[config.mk]
export PLATFORM = sky130hd
export DESIGN_NAME = ram_arbiter
export DESIGN_NICKNAME = d
export VERILOG_FILES = /design/src/rtl/ram_arb_pkg.sv /design/src/rtl/ram_arb_pick.sv /design/src/rtl/ram_arbiter.sv
export SDC_FILE = /design/constraint.sdc
export NUM_CORES = 1
export LEC_CHECK = 0
export ABC_AREA = 1
export ABC_CLOCK_PERIOD_IN_PS = 1460
export BUFFER_PORTS_ARGS = -buffer_cell sky130_fd_sc_hd__buf_4
export CAP_MARGIN = 25
export CORE_MARGIN = 4
export CORE_UTILIZATION = 47
export DETAILED_ROUTE_END_ITERATION = 7
export GPL_ROUTABILITY_DRIVEN = 0
export GPL_TIMING_DRIVEN = 0
export PLACE_DENSITY = 0.8
export REMOVE_ABC_BUFFERS = 1
export SETUP_SLACK_MARGIN = 0.5
export SLEW_MARGIN = 20
export SYNTH_ARGS = -nofsm -noshare
export SYNTH_HDL_FRONTEND = slang
export SYNTH_SLANG_ARGS = --single-unit
[constraint.sdc]
create_clock -name clk -period 1.46 [get_ports clk]
set_input_delay 0.073 -clock clk [delete_from_list [all_inputs] [get_ports clk]]
set_output_delay 0.073 -clock clk [all_outputs]
set_load 0.1 [all_outputs]
[src/rtl/ram_arb_pkg.sv]
// ram_arb_pkg: shared definitions for the SRAM arbiter.
//   - FSM state encoding (IDLE / BUSY / COOL)
//   - owner encoding (fetch / data)
//   - default address and data widths
package ram_arb_pkg;

    typedef enum logic [1:0] {
        IDLE = 2'b00,
        BUSY = 2'b01,
        COOL = 2'b10
    } state_t;

    localparam logic OWNER_I = 1'b0;
    localparam logic OWNER_D = 1'b1;

    localparam int unsigned ADDR_W_DEF = 21;
    localparam int unsigned DATA_W_DEF = 32;

endpackage

[src/rtl/ram_arb_pick.sv]
// ram_arb_pick: combinational grant selector for the SRAM arbiter.
// Build option: RAM_ARB_RR_EN selects round-robin between the two ports;
// without it, data always wins over fetch.
// Ports:
//   i_req, d_req  - pending requests
//   last_owner    - current/last grant (0 = fetch, 1 = data)
//   grant_valid   - some request is pending
//   grant_owner   - port to grant when grant_valid
module ram_arb_pick
    import ram_arb_pkg::*;
(
    input  logic i_req,
    input  logic d_req,
    input  logic last_owner,
    output logic grant_valid,
    output logic grant_owner
);

    assign grant_valid = i_req | d_req;

`ifdef RAM_ARB_RR_EN
    always_comb begin
        grant_owner = OWNER_I;
        if (i_req && d_req) begin
            // Contended: hand the grant to the port that did not have it last.
            grant_owner = ~last_owner;
        end else if (d_req) begin
            grant_owner = OWNER_D;
        end
    end
`else
    logic unused_last_owner;
    assign unused_last_owner = last_owner;
    assign grant_owner = d_req ? OWNER_D : OWNER_I;
`endif

endmodule

[src/rtl/ram_arbiter.sv]
// ram_arbiter: shares one SRAM driver between the instruction-fetch port
// (read only) and the data port (read/write). One transaction at a time;
// address, write data and direction are registered at grant.
// Build option: RAM_ARB_RR_EN (round-robin arbitration, see ram_arb_pick).
// Ports:
//   clk, rst                  - clock, async active-low reset
//   i_req/i_addr/i_rdata/i_ack - fetch port
//   d_req/d_we/d_addr/d_wdata/d_rdata/d_ack - data port
//   mem_*                     - SRAM driver interface
//   busy                      - high in BUSY and COOL
//   owner                     - current or last grant (0 = fetch, 1 = data)
module ram_arbiter
    import ram_arb_pkg::*;
#(
    parameter int unsigned ADDR_W = ADDR_W_DEF,
    parameter int unsigned DATA_W = DATA_W_DEF
) (
    input  logic              clk,
    input  logic              rst,
    input  logic              i_req,
    input  logic [ADDR_W-1:0] i_addr,
    output logic [DATA_W-1:0] i_rdata,
    output logic              i_ack,
    input  logic              d_req,
    input  logic              d_we,
    input  logic [ADDR_W-1:0] d_addr,
    input  logic [DATA_W-1:0] d_wdata,
    output logic [DATA_W-1:0] d_rdata,
    output logic              d_ack,
    output logic              mem_enable,
    output logic              mem_read_enable,
    output logic              mem_write_enable,
    output logic [ADDR_W-1:0] mem_addr,
    output logic [DATA_W-1:0] mem_data_in,
    input  logic [DATA_W-1:0] mem_data_out,
    input  logic              mem_ack,
    output logic              busy,
    output logic              owner
);

    state_t state;
    logic   we_q;
    logic   grant_valid;
    logic   grant_owner;

    ram_arb_pick u_pick (
        .i_req       (i_req),
        .d_req       (d_req),
        .last_owner  (owner),
        .grant_valid (grant_valid),
        .grant_owner (grant_owner)
    );

    always_ff @(posedge clk or negedge rst) begin
        if (!rst) begin
            state       <= IDLE;
            owner       <= OWNER_I;
            we_q        <= 1'b0;
            mem_addr    <= '0;
            mem_data_in <= '0;
            i_rdata     <= '0;
            d_rdata     <= '0;
            i_ack       <= 1'b0;
            d_ack       <= 1'b0;
        end else begin
            case (state)
                IDLE: begin
                    if (grant_valid) begin
                        owner <= grant_owner;
                        state <= BUSY;
                        if (grant_owner == OWNER_D) begin
                            mem_addr    <= d_addr;
                            mem_data_in <= d_wdata;
                            we_q        <= d_we;
                        end else begin
                            mem_addr <= i_addr;
                            we_q     <= 1'b0;
                        end
                    end
                end
                BUSY: begin
                    if (mem_ack) begin
                        if (!we_q) begin
                            if (owner == OWNER_D) d_rdata <= mem_data_out;
                            else                  i_rdata <= mem_data_out;
                        end
                        if (owner == OWNER_D) d_ack <= 1'b1;
                        else                  i_ack <= 1'b1;
                        state <= COOL;
                    end
                end
                COOL: begin
                    // One-cycle gap covers the driver's ack tail.
                    i_ack <= 1'b0;
                    d_ack <= 1'b0;
                    state <= IDLE;
                end
                default: state <= IDLE;
            endcase
        end
    end

    // Masking with mem_ack keeps the driver from restarting on the cycle it
    // returns to idle; mem_addr is left at its last value for its bank mux.
    assign mem_enable       = (state == BUSY) & ~mem_ack;
    assign mem_read_enable  = mem_enable & ~we_q;
    assign mem_write_enable = mem_enable & we_q;
    assign busy             = (state == BUSY) || (state == COOL);

endmodule

==> out/metrics.cfg, run 1 <==
[status]
run_status=stopped before the end
stop_stage=5_1_grt
error_line=[ERROR DPL-0038] Utilization greater than 100%, impossible to legalize

[clock_tree]
cts.sinks=123
cts_buffers=17
clock_path_buffers=2
h-tree-depth=4
cts_root_buffer=clkbuf_8

[logic_synthesis]
synth.distinct_cells=16
avgSynthCellArea_sq_um=8.34
ys_seq_area_share_pct=59.1
yosys_warnings=0
netlist_instances=624
syn_area_sq_mm=0.00520
synth_seq_cells=123

[floorplan]
ios=236
start_util_pct=48.0
rows=38
die_y_microns=113
fp.dieW_microns=113

[placed_design]
dp_hpwl_microns=10200
portBuffers=235
dp.cells=967

[sta]
worstEpCategory=register data pin
crit_endpoint=i_rdata[28]$_DFFE_PN0P_/D

[grt]
grt_max_degree=84

-- what timing repair did --
action	in CTS
endpoints found under the setup margin	247
pin swaps	23
hold buffers	109
resized for setup	139
hold endpoints to repair	242
cloned	9
buffers inserted	24
-- cells in the mapped netlist (all sizes together) --
cell | n | share of area [%]
dfrtp | 123 | 59
o21ai | 25 | 2.4
nor2 | 7 | 0.70
ha | 5 | 1.2
nand2 | 328 | 24
nand3 | 68 | 6.5
inv | 34 | 2.5
clkbuf | 1 | 0.072
buf | 33 | 3.8
-- metrics by stage --
step           instance area (sq um)  hold WS (ns)  worst slack, ns
3_5_place_dp                    7000        0.0145            -1.14
4_1_cts                         9670       -0.0116           -0.183
2_1_floorplan                   5000        -0.223           -0.770
3_3_place_gp                    6940         0.284            -1.51
-- kinds of logic after synthesis --
group | after synthesis | share of synthesized area (%)
AOI/OAI and AO/OA | 25 | 2.40
adders and majority gates | 5 | 1.20
and+or+nand+nor | 403 | 30.9
DFF | 123 | 59.1
buffers and inverters | 68 | 6.30
==> run 2, diff against run 1 <==
CORE_UTILIZATION = 35   (was 47)
PLACE_DENSITY = default   (was 0.8)
PLACE_DENSITY_LB_ADDON = 0.15   (was default)
SETUP_SLACK_MARGIN = default   (was 0.5)
==> run 2 against run 1 <==
- area after synthesis did not move
- synthesized cell count unchanged
- the flow now finishes, with violations (negative setup slack)
==> out/metrics.cfg, run 2 <==
[sta]
setup_violations=6
fin_skew_ns=0.00574
period_needed_ns=1.55
drv_slew=0
worst_slack_ns=-0.0878
slew_headroom_pct=48.0
rsz0062_at_grt=true
worst_pin_slew_ns=0.779
fin_crit_sh_pct=106
hold_violations=0
fmax_mhz=646
timing.hold.ws_ns=0.0183

[drt]
drc_errors=0
first_pass_iters=4
vias_per_cell=4.64
drt-total-wl_microns=17500
drt_iter0_markers=292
vias=5443
ant_nets=0
wl_per_cell_microns=14.9

[floorplan]
start_util_pct=35.8  ; -12 points
die_y_microns=130  ; +15%
coreArea_sq_mm=0.0145
die_area_sq_mm=0.0169
fp.dieW_microns=130  ; +15%
ios=236  ; unchanged
rows=44  ; +16%

[grt]
use_met2_pct=34.4
antenna_found_initial=0
global_route.overflow_total=0
grt_use_met1_pct=25.3
grt_max_degree=79
grt_pass1_wl_microns=26900
first_global_vias=5419
gr-usage-met3_pct=6.75
grt_usage_pct=20.4
top_usage_layer=met2

[cells_and_area]
fillers=1204
largestRegisters=d_rdata x32, i_rdata x32, mem_data_in x32
final_cell_mix=nand2_1 (323), buf_4 (253), dfrtp_1 (122), dlygate4sd3_1 (99), nand3_1 (68)
nets=1094
drive_above_1_share_pct=32.2
area_growth_pct=76.5
design_area_sq_mm=0.00919
layout_commonest_cell=nand2_1
stdcell_count=1174
antenna_cells=0

[setup_path]
crit_type=reg2out
crit_arrival_ns=1.47
worst_ep_required_time_ns=1.39
path_delay_family=flip-flops
crit_path_cell_trace=inv_2 > ha_4 > nand2_8 > nor2_4 > buf_12
end_kind=primary output
path_buf_inv=2
crit_slowest_cell=dfrtp_1
slowest_delay_ns=0.38
cp-start-kind=register
critPathMaxFanout=3

[status]
run_status=finished with violations
failed_checks=negative setup slack

[clock_tree]
cts.sinks=123  ; unchanged
h-tree-depth=4  ; unchanged
worstSkewPairLatency_ns=0.41
cts_buffers=17  ; unchanged
clock_path_buffers=2  ; unchanged
cts_root_buffer=clkbuf_16
cts_tree=done
cts.clk_slew.worst_paths_ns=0.06

[logic_synthesis]
yosys-top-cells-area=dfrtp_1 (59%), nand2_1 (24%), nand3_1 (6.5%)
synth.distinct_cells=16  ; unchanged
synth_top_flop_cell=dfrtp_1
netlist_instances=624  ; unchanged
synth_edf_count=0  ; unchanged
synth-async-reset-ratio_pct=100  ; unchanged
yosysTopAreaCell=dfrtp_1
yosys.area.top_type_share_pct=59.1  ; unchanged
yosys_warnings=0  ; unchanged
syn_area_sq_mm=0.00520  ; unchanged
synth_seq_cells=123  ; unchanged
synth.top_cells.by_count=nand2_1 (327), dfrtp_1 (123), nand3_1 (68)
ys_seq_area_share_pct=59.1  ; unchanged
avgSynthCellArea_sq_um=8.34  ; unchanged
synth.most_common_cell=nand2_1

[worst_hold_path]
hold_class=in2reg

[placed_design]
dp.cells=1011  ; +4.6%
portBuffers=235  ; unchanged
dp_hpwl_microns=10400  ; +1.7%
dpl_cell_area_sq_mm=0.00706  ; +0.82%

[run]
maxCapViolCount=0

[run 2: cell type report]
| type | instances | area (sq um) | area share [%] |
|---|---|---|---|
| Clock buffer | 21 | 460 | 5.01 |
| Clock inverter | 11 | 143 | 1.55 |
| Inverter | 34 | 146 | 1.59 |
| Multi-Input combinational cell | 437 | 2010 | 21.8 |
| Sequential cell | 123 | 3080 | 33.5 |
| Tap cell | 184 | 230 | 2.51 |
| Timing Repair Buffer | 363 | 3110 | 33.9 |
| Timing Repair inverter | 1 | 8.76 | 0.0954 |
[run 2: worst paths after layout]
kind                                  from               to  slack [ns]  depth (start not counted)
max                               state[1]  mem_read_enable       -0.09                          5
min                             i_addr[13]     mem_addr[13]        0.02                          5
max reg2reg                       state[0]  mem_data_in[27]       -0.01                          6
min reg2reg                mem_data_in[23]  mem_data_in[23]        0.47                          2
max in group asynchronous              rst         state[0]        0.50                          3
min in group asynchronous              rst      d_rdata[19]        0.25                          2
[run 2: routing by layer]
metal | routed length [microns] | vias up
met5 | 0 | -
met4 | 150 | 0
met3 | 1560 | 14
met2 | 8600 | 210
met1 | 7230 | 2579
li1 | - | 2640
[run 2: what timing repair did]
action | 4_1_cts | 5_1_grt
gates cloned | 3 | 4
hold endpoints to repair | 186 | 0
hold buffers | 99 | 0
setup buffers | 18 | 7
endpoints found under the setup margin | 125 | 120
resized for setup | 44 | 8
pin swaps | 7 | 4
[run 2: cell families after synthesis]
group	share of synthesized area (%)
AO/OA/AOI/OAI	2.40
adder cells (fa/ha/maj)	1.20
buffers and inverters	6.30
flip-flops	59.1
AND/OR/NAND/NOR	30.9
[run 2: metrics by stage]
stage	setup TNS (ns)	setup slack (ns)	utilization, %
after detailed placement	-103.72	-0.980	48.6
after global routing	-4.61	-0.164	63.2
final	-0.210	-0.0878	63.2
after global placement	-163.22	-1.65	48.1
after floorplan	-80.05	-0.770	-
after CTS	-0.327	-0.0991	62.0
[run 2: tightest hold or removal path, cell delays in order]
cell	delay [ns]
buf_4	0.11
inv_1	0.04
o21ai_0	0.07
nand2_1	0.06
nand2_1	0.04
Power of run 2 is left out: the tool's default activity adds up to more than one toggle a clock period on the data nets, which glitch-free logic cannot reach.
==> run 3, diff against run 2 <==
CTS_BUF_LIST = sky130_fd_sc_hd__clkbuf_4 sky130_fd_sc_hd__clkbuf_8   (was default)
==> run 3 against run 2 <==
- the flow still finishes with violations (negative setup slack)
- first-iteration DRC count increased by 20%
- flip-flop and latch count unchanged
- global-route usage is 0.28 points higher
- wire length up 0.83%
- critical path depth unchanged
- critical path type unchanged
- highest routed layer unchanged
==> out/metrics.cfg, run 3 (same netlist as run 2, synthesis figures left out) <==
[sta]
slew_headroom_pct=47.9  ; -0.13 points
fmax_mhz=648  ; +0.36%
period_needed_ns=1.54  ; -0.00550 ns
hold_violations=0  ; unchanged
timing.hold.ws_ns=0.0855  ; +0.0672 ns
worst_pin_slew_ns=0.781  ; +0.00197 ns
fin_skew_ns=0.00791  ; +0.00217 ns
fin_crit_sh_pct=106  ; -0.38 points
rsz0062_at_grt=true
worst_slack_ns=-0.0823  ; +0.00550 ns
drv_slew=0  ; unchanged
setup_violations=15  ; +9

[cells_and_area]
antenna_cells=0  ; unchanged
fillers=1225  ; +1.7%
final_cell_mix=nand2_1 (323), buf_4 (248), dfrtp_1 (122), dlygate4sd3_1 (109), nand3_1 (68)
drive_above_1_share_pct=31.9  ; -0.33 points
design_area_sq_mm=0.00909  ; -1.0%
nets=1101  ; +0.64%
area_growth_pct=74.7
layout_commonest_cell=nand2_1
largestRegisters=d_rdata x32, i_rdata x32, mem_data_in x32
stdcell_count=1181  ; +0.60%

[setup_path]
worst_ep_required_time_ns=1.39  ; about the same
path_delay_family=flip-flops
slowest_delay_ns=0.39  ; about the same
critPathMaxFanout=3  ; unchanged
cp-endpoint=mem_write_enable
r2r_slack_ns=-0.02  ; about the same
crit_arrival_ns=1.47  ; about the same
r2r_start=state[0]
path_depth=5  ; unchanged
crit_path_cell_trace=inv_2 > ha_4 > nand2_4 > nor2_4 > buf_12
path_buf_inv=2  ; unchanged
rr_endpoint=we_q
cp-startpoint=state[1]
reg2regPathDepth=6  ; unchanged
crit_slowest_cell=dfrtp_1
crit_type=reg2out
end_kind=primary output
cp-start-kind=register

[grt]
grt_max_degree=79  ; unchanged
use_met2_pct=35.3  ; +0.88 points
antenna_found_initial=0  ; unchanged
grt_usage_pct=20.7  ; +0.28 points
global_route.overflow_total=0  ; unchanged
first_global_vias=5528  ; +2.0%
top_usage_layer=met2
gr-usage-met3_pct=6.59  ; -0.16 points
grt_use_met1_pct=24.9  ; -0.47 points
grt_pass1_wl_microns=27300  ; +1.3%

[placed_design]
dp.cells=1011  ; unchanged
dpl_cell_area_sq_mm=0.00706  ; unchanged
dp_hpwl_microns=10400  ; unchanged
portBuffers=235  ; unchanged
dpl_worst_slack_ns=-0.980  ; unchanged

[clock_tree]
cts_buffers=17  ; unchanged
cts_tree=done
cts_root_buffer=clkbuf_8
h-tree-depth=4  ; unchanged
cts.sinks=123  ; unchanged
cts.clk_slew.worst_paths_ns=0.07  ; about the same
clock_path_buffers=2  ; unchanged
worstSkewPairLatency_ns=0.43  ; +0.02 ns

[drt]
vias=5497  ; +0.99%
drt_iter0_markers=350  ; +20%
ant_nets=0  ; unchanged
drt-total-wl_microns=17700  ; +0.83%
wl_per_cell_microns=15.0  ; +0.23%
drc_errors=0  ; unchanged
first_pass_iters=5  ; +1
vias_per_cell=4.65  ; +0.39%

[worst_hold_path]
hold_class=in2reg

[floorplan]
start_util_pct=35.8  ; unchanged
coreArea_sq_mm=0.0145  ; unchanged
die_y_microns=130  ; unchanged
ios=236  ; unchanged
die_area_sq_mm=0.0169  ; unchanged
fp.dieW_microns=130  ; unchanged
rows=44  ; unchanged

[status]
failed_checks=negative setup slack
run_status=finished with violations

[run]
maxCapViolCount=0  ; unchanged

-- run 3: changes by cell type in the layout (fill, tap and decap cells not counted), sizes merged --
cell | previous run | this run
dlygate4sd3 | 99 | 109
buf | 262 | 259
-- run 3: per-stage QoR --
| step | setup TNS (ns) | utilization (%) |
|---|---|---|
| detailed placement | -103.72 | 48.6 |
| finish | -0.317 | 62.5 |
| global placement | -163.22 | 48.1 |
| CTS | -7.12 | 61.4 |
| global route | -4.10 | 62.5 |
| floorplan | -80.05 | - |
-- run 3: area by class of cell --
cell class                      count  area [sq um]  share of cell area [%]
Clock buffer                       21           277                    3.04
Timing Repair Buffer              370          3200                    35.3
Tap cell                          184           230                    2.53
Sequential cell                   123          3080                    33.9
Clock inverter                     11           143                    1.57
Timing Repair inverter              1          8.76                  0.0964
Multi-Input combinational cell    437          2000                    22.0
Inverter                           34           149                    1.64
-- run 3: worst min path at each step --
stage | from | to | cells past startpoint
3_3_place_gp | mem_data_out[23] | i_rdata[23] | 3
6_report | i_req | mem_addr[3] | 4
3_5_place_dp | rst | i_rdata[18] | 1
5_1_grt | i_req | mem_addr[3] | 4
2_1_floorplan | rst | d_ack | 0
4_1_cts | i_req | state[1] | 5
-- run 3: timing repair --
item	CTS	global route
pin swaps	10	4
resized for setup	43	10
endpoints found under the hold margin	187	0
endpoints found under the setup margin	125	121
cloned	3	4
buffers inserted	18	4
hold buffers	109	0
-- run 3: per-layer routing --
layer,wire length [microns],share of wire [%],vias to the layer above
li1,-,-,2649
met1,7210,41,2592
met2,8530,48,230
met3,1590,9.0,26
met4,358,2.0,0
met5,0,0,-
-- run 3: worst min-delay path, delay by kind of cell --
family | cells | cell delay (ns)
AO/OA/AOI/OAI | 1 | 0.16
buffers and inverters | 1 | 0.10
AND/OR/NAND/NOR | 2 | 0.14
Power of run 3 is left out for the same reason.
==> run 4, diff against run 3 <==
PLACE_DENSITY = 0.62   (was default)
PLACE_DENSITY_LB_ADDON = default   (was 0.15)
==> run 4 against run 3 <==
- the run still ends with negative setup slack left
- fmax decreased by 3.2%
- wire length increased by 8.1%
- via count increased by 0.82%
- first-iteration DRC count fell by 8.9%
- non-clock buffer count is 7 higher
- hold slack got worse by 0.082 ns
- flip-flop and latch count unchanged
- sequential share of layout area is 1.4 points lower
- cell area grew 4.4%
==> out/metrics.cfg, run 4 (same netlist as run 2, synthesis figures left out) <==
[status]
run_status=finished with violations
failed_checks=negative setup slack

[sta]
fmax_mhz=628  ; -3.2%
period_needed_ns=1.59  ; +0.0505 ns
worst_slack_ns=-0.133  ; -0.0505 ns
worst_pin_slew_ns=0.918  ; +0.137 ns
fin_crit_sh_pct=109  ; +3.5 points
rsz0062_at_grt=true
setup_violations=72  ; +57
fin_skew_ns=0.0106  ; +0.00272 ns
drv_slew=0  ; unchanged
slew_headroom_pct=38.8  ; -9.1 points
hold_violations=0  ; unchanged

[setup_path]
reg2regPathDepth=9  ; +3
r2r_start=state[1]
critPathMaxFanout=4  ; +1
r2r_slack_ns=-0.10  ; -0.08 ns
crit_type=reg2out
worst_ep_required_time_ns=1.39  ; about the same
cp-start-kind=register
end_kind=primary output
crit_arrival_ns=1.52  ; +0.05 ns
rr_endpoint=i_rdata[7]

[cells_and_area]
antenna_cells=0  ; unchanged
fillers=1147  ; -6.4%
design_area_sq_mm=0.00949  ; +4.4%
nets=1111  ; +0.91%
largestRegisters=d_rdata x32, i_rdata x32, mem_data_in x32
final_cell_mix=nand2_1 (268), buf_4 (241), dfrtp_1 (122), dlygate4sd3_1 (107), nand3_1 (68)
drive_above_1_share_pct=38.2  ; +6.3 points
area_growth_pct=82.4
layout_commonest_cell=nand2_1

[grt]
grt_max_degree=96  ; +22%
grt_pass1_wl_microns=27300  ; about the same
global_route.overflow_total=0  ; unchanged
first_global_vias=5268  ; -4.7%
grt_usage_pct=20.8  ; +0.10 points
antenna_found_initial=0  ; unchanged

[placed_design]
dp_hpwl_microns=10400  ; +0.33%
dpl_cell_area_sq_mm=0.00709  ; +0.43%
portBuffers=235  ; unchanged

[floorplan]
die_y_microns=130  ; unchanged
coreArea_sq_mm=0.0145  ; unchanged
fp.dieW_microns=130  ; unchanged
start_util_pct=35.8  ; unchanged
die_area_sq_mm=0.0169  ; unchanged
rows=44  ; unchanged
ios=236  ; unchanged

[worst_hold_path]
hold_end=mem_addr[10]
min_from=i_req
hold_depth=4  ; unchanged
hold_class=in2reg

[clock_tree]
h-tree-depth=4  ; unchanged
cts.sinks=123  ; unchanged
cts_root_buffer=clkbuf_8
clock_path_buffers=2  ; unchanged
cts_tree=done
worstSkewPairLatency_ns=0.45  ; +0.02 ns
cts_buffers=17  ; unchanged
cts.clk_slew.worst_paths_ns=0.07  ; about the same

[drt]
ant_nets=0  ; unchanged
drt-total-wl_microns=19100  ; +8.1%
drt_iter0_markers=319  ; -8.9%
wl_per_cell_microns=16.1  ; +7.2%
first_pass_iters=6  ; +1
drc_errors=0  ; unchanged
vias_per_cell=4.66  ; about the same
vias=5542  ; +0.82%

[run]
maxCapViolCount=0  ; unchanged

==> run 4: metrics by stage <==
stage / cells / util [%] / setup TNS [ns] / hold WS, ns / setup WS (ns)
2_1_floorplan: 590 / - / -80.05 / -0.223 / -0.770
3_3_place_gp: 1009 / 48.1 / -179.06 / 0.286 / -1.81
3_5_place_dp: 1012 / 48.8 / -101.67 / -0.0612 / -0.972
4_1_cts: 1173 / 61.3 / -1.91 / 0.00119 / -0.141
5_1_grt: 1190 / 65.3 / -9.72 / 0.0190 / -0.195
6_report: 1190 / 65.3 / -3.11 / 0.00361 / -0.133
==> run 4: critical path, stage by stage (launching register included) <==
cell	delay, ns
dfrtp_1	0.39
inv_2	0.12
ha_4	0.18
nand2_4	0.08
nor2_4	0.11
buf_12	0.18
==> run 4: cell type report <==
cell class | count | area [sq um] | share of cell area (%)
clock buffers | 22 | 278 | 2.93
inverters | 34 | 153 | 1.61
well taps | 184 | 230 | 2.43
repair buffers | 377 | 3390 | 35.7
flip-flops and latches | 123 | 3080 | 32.4
multi-input cells | 440 | 2240 | 23.7
repair inverters | 1 | 16.3 | 0.171
clock inverters | 9 | 97.6 | 1.03
==> run 4: what timing repair did <==
item,CTS,global route
hold endpoints to repair,242,0
resized for setup,39,102
gates cloned,4,10
pin swaps,10,67
hold buffers,107,0
setup endpoints to repair,125,123
buffers inserted,19,7
==> run 4: worst max path at each step <==
stage	slack [ns]	startpoint	end
2_1_floorplan	-0.77	state[0]	mem_data_in[0]
3_3_place_gp	-1.81	state[0]	mem_data_in[16]
3_5_place_dp	-0.97	state[1]	i_rdata[16]
4_1_cts	-0.14	state[1]	mem_write_enable
5_1_grt	-0.19	state[1]	mem_write_enable
6_report	-0.13	state[1]	mem_write_enable
==> run 4: metal layers <==
metal  wire, microns  GRT usage (%)  share of wire [%]  up-vias
li1                -              -                  -     2678
met1            8070           26.0                 42     2603
met2            9060           34.1                 47      238
met3            1730           6.88                9.0       23
met4             253           6.78                1.3        0
met5               0              0                  0        -
Power of run 4 is left out for the same reason.
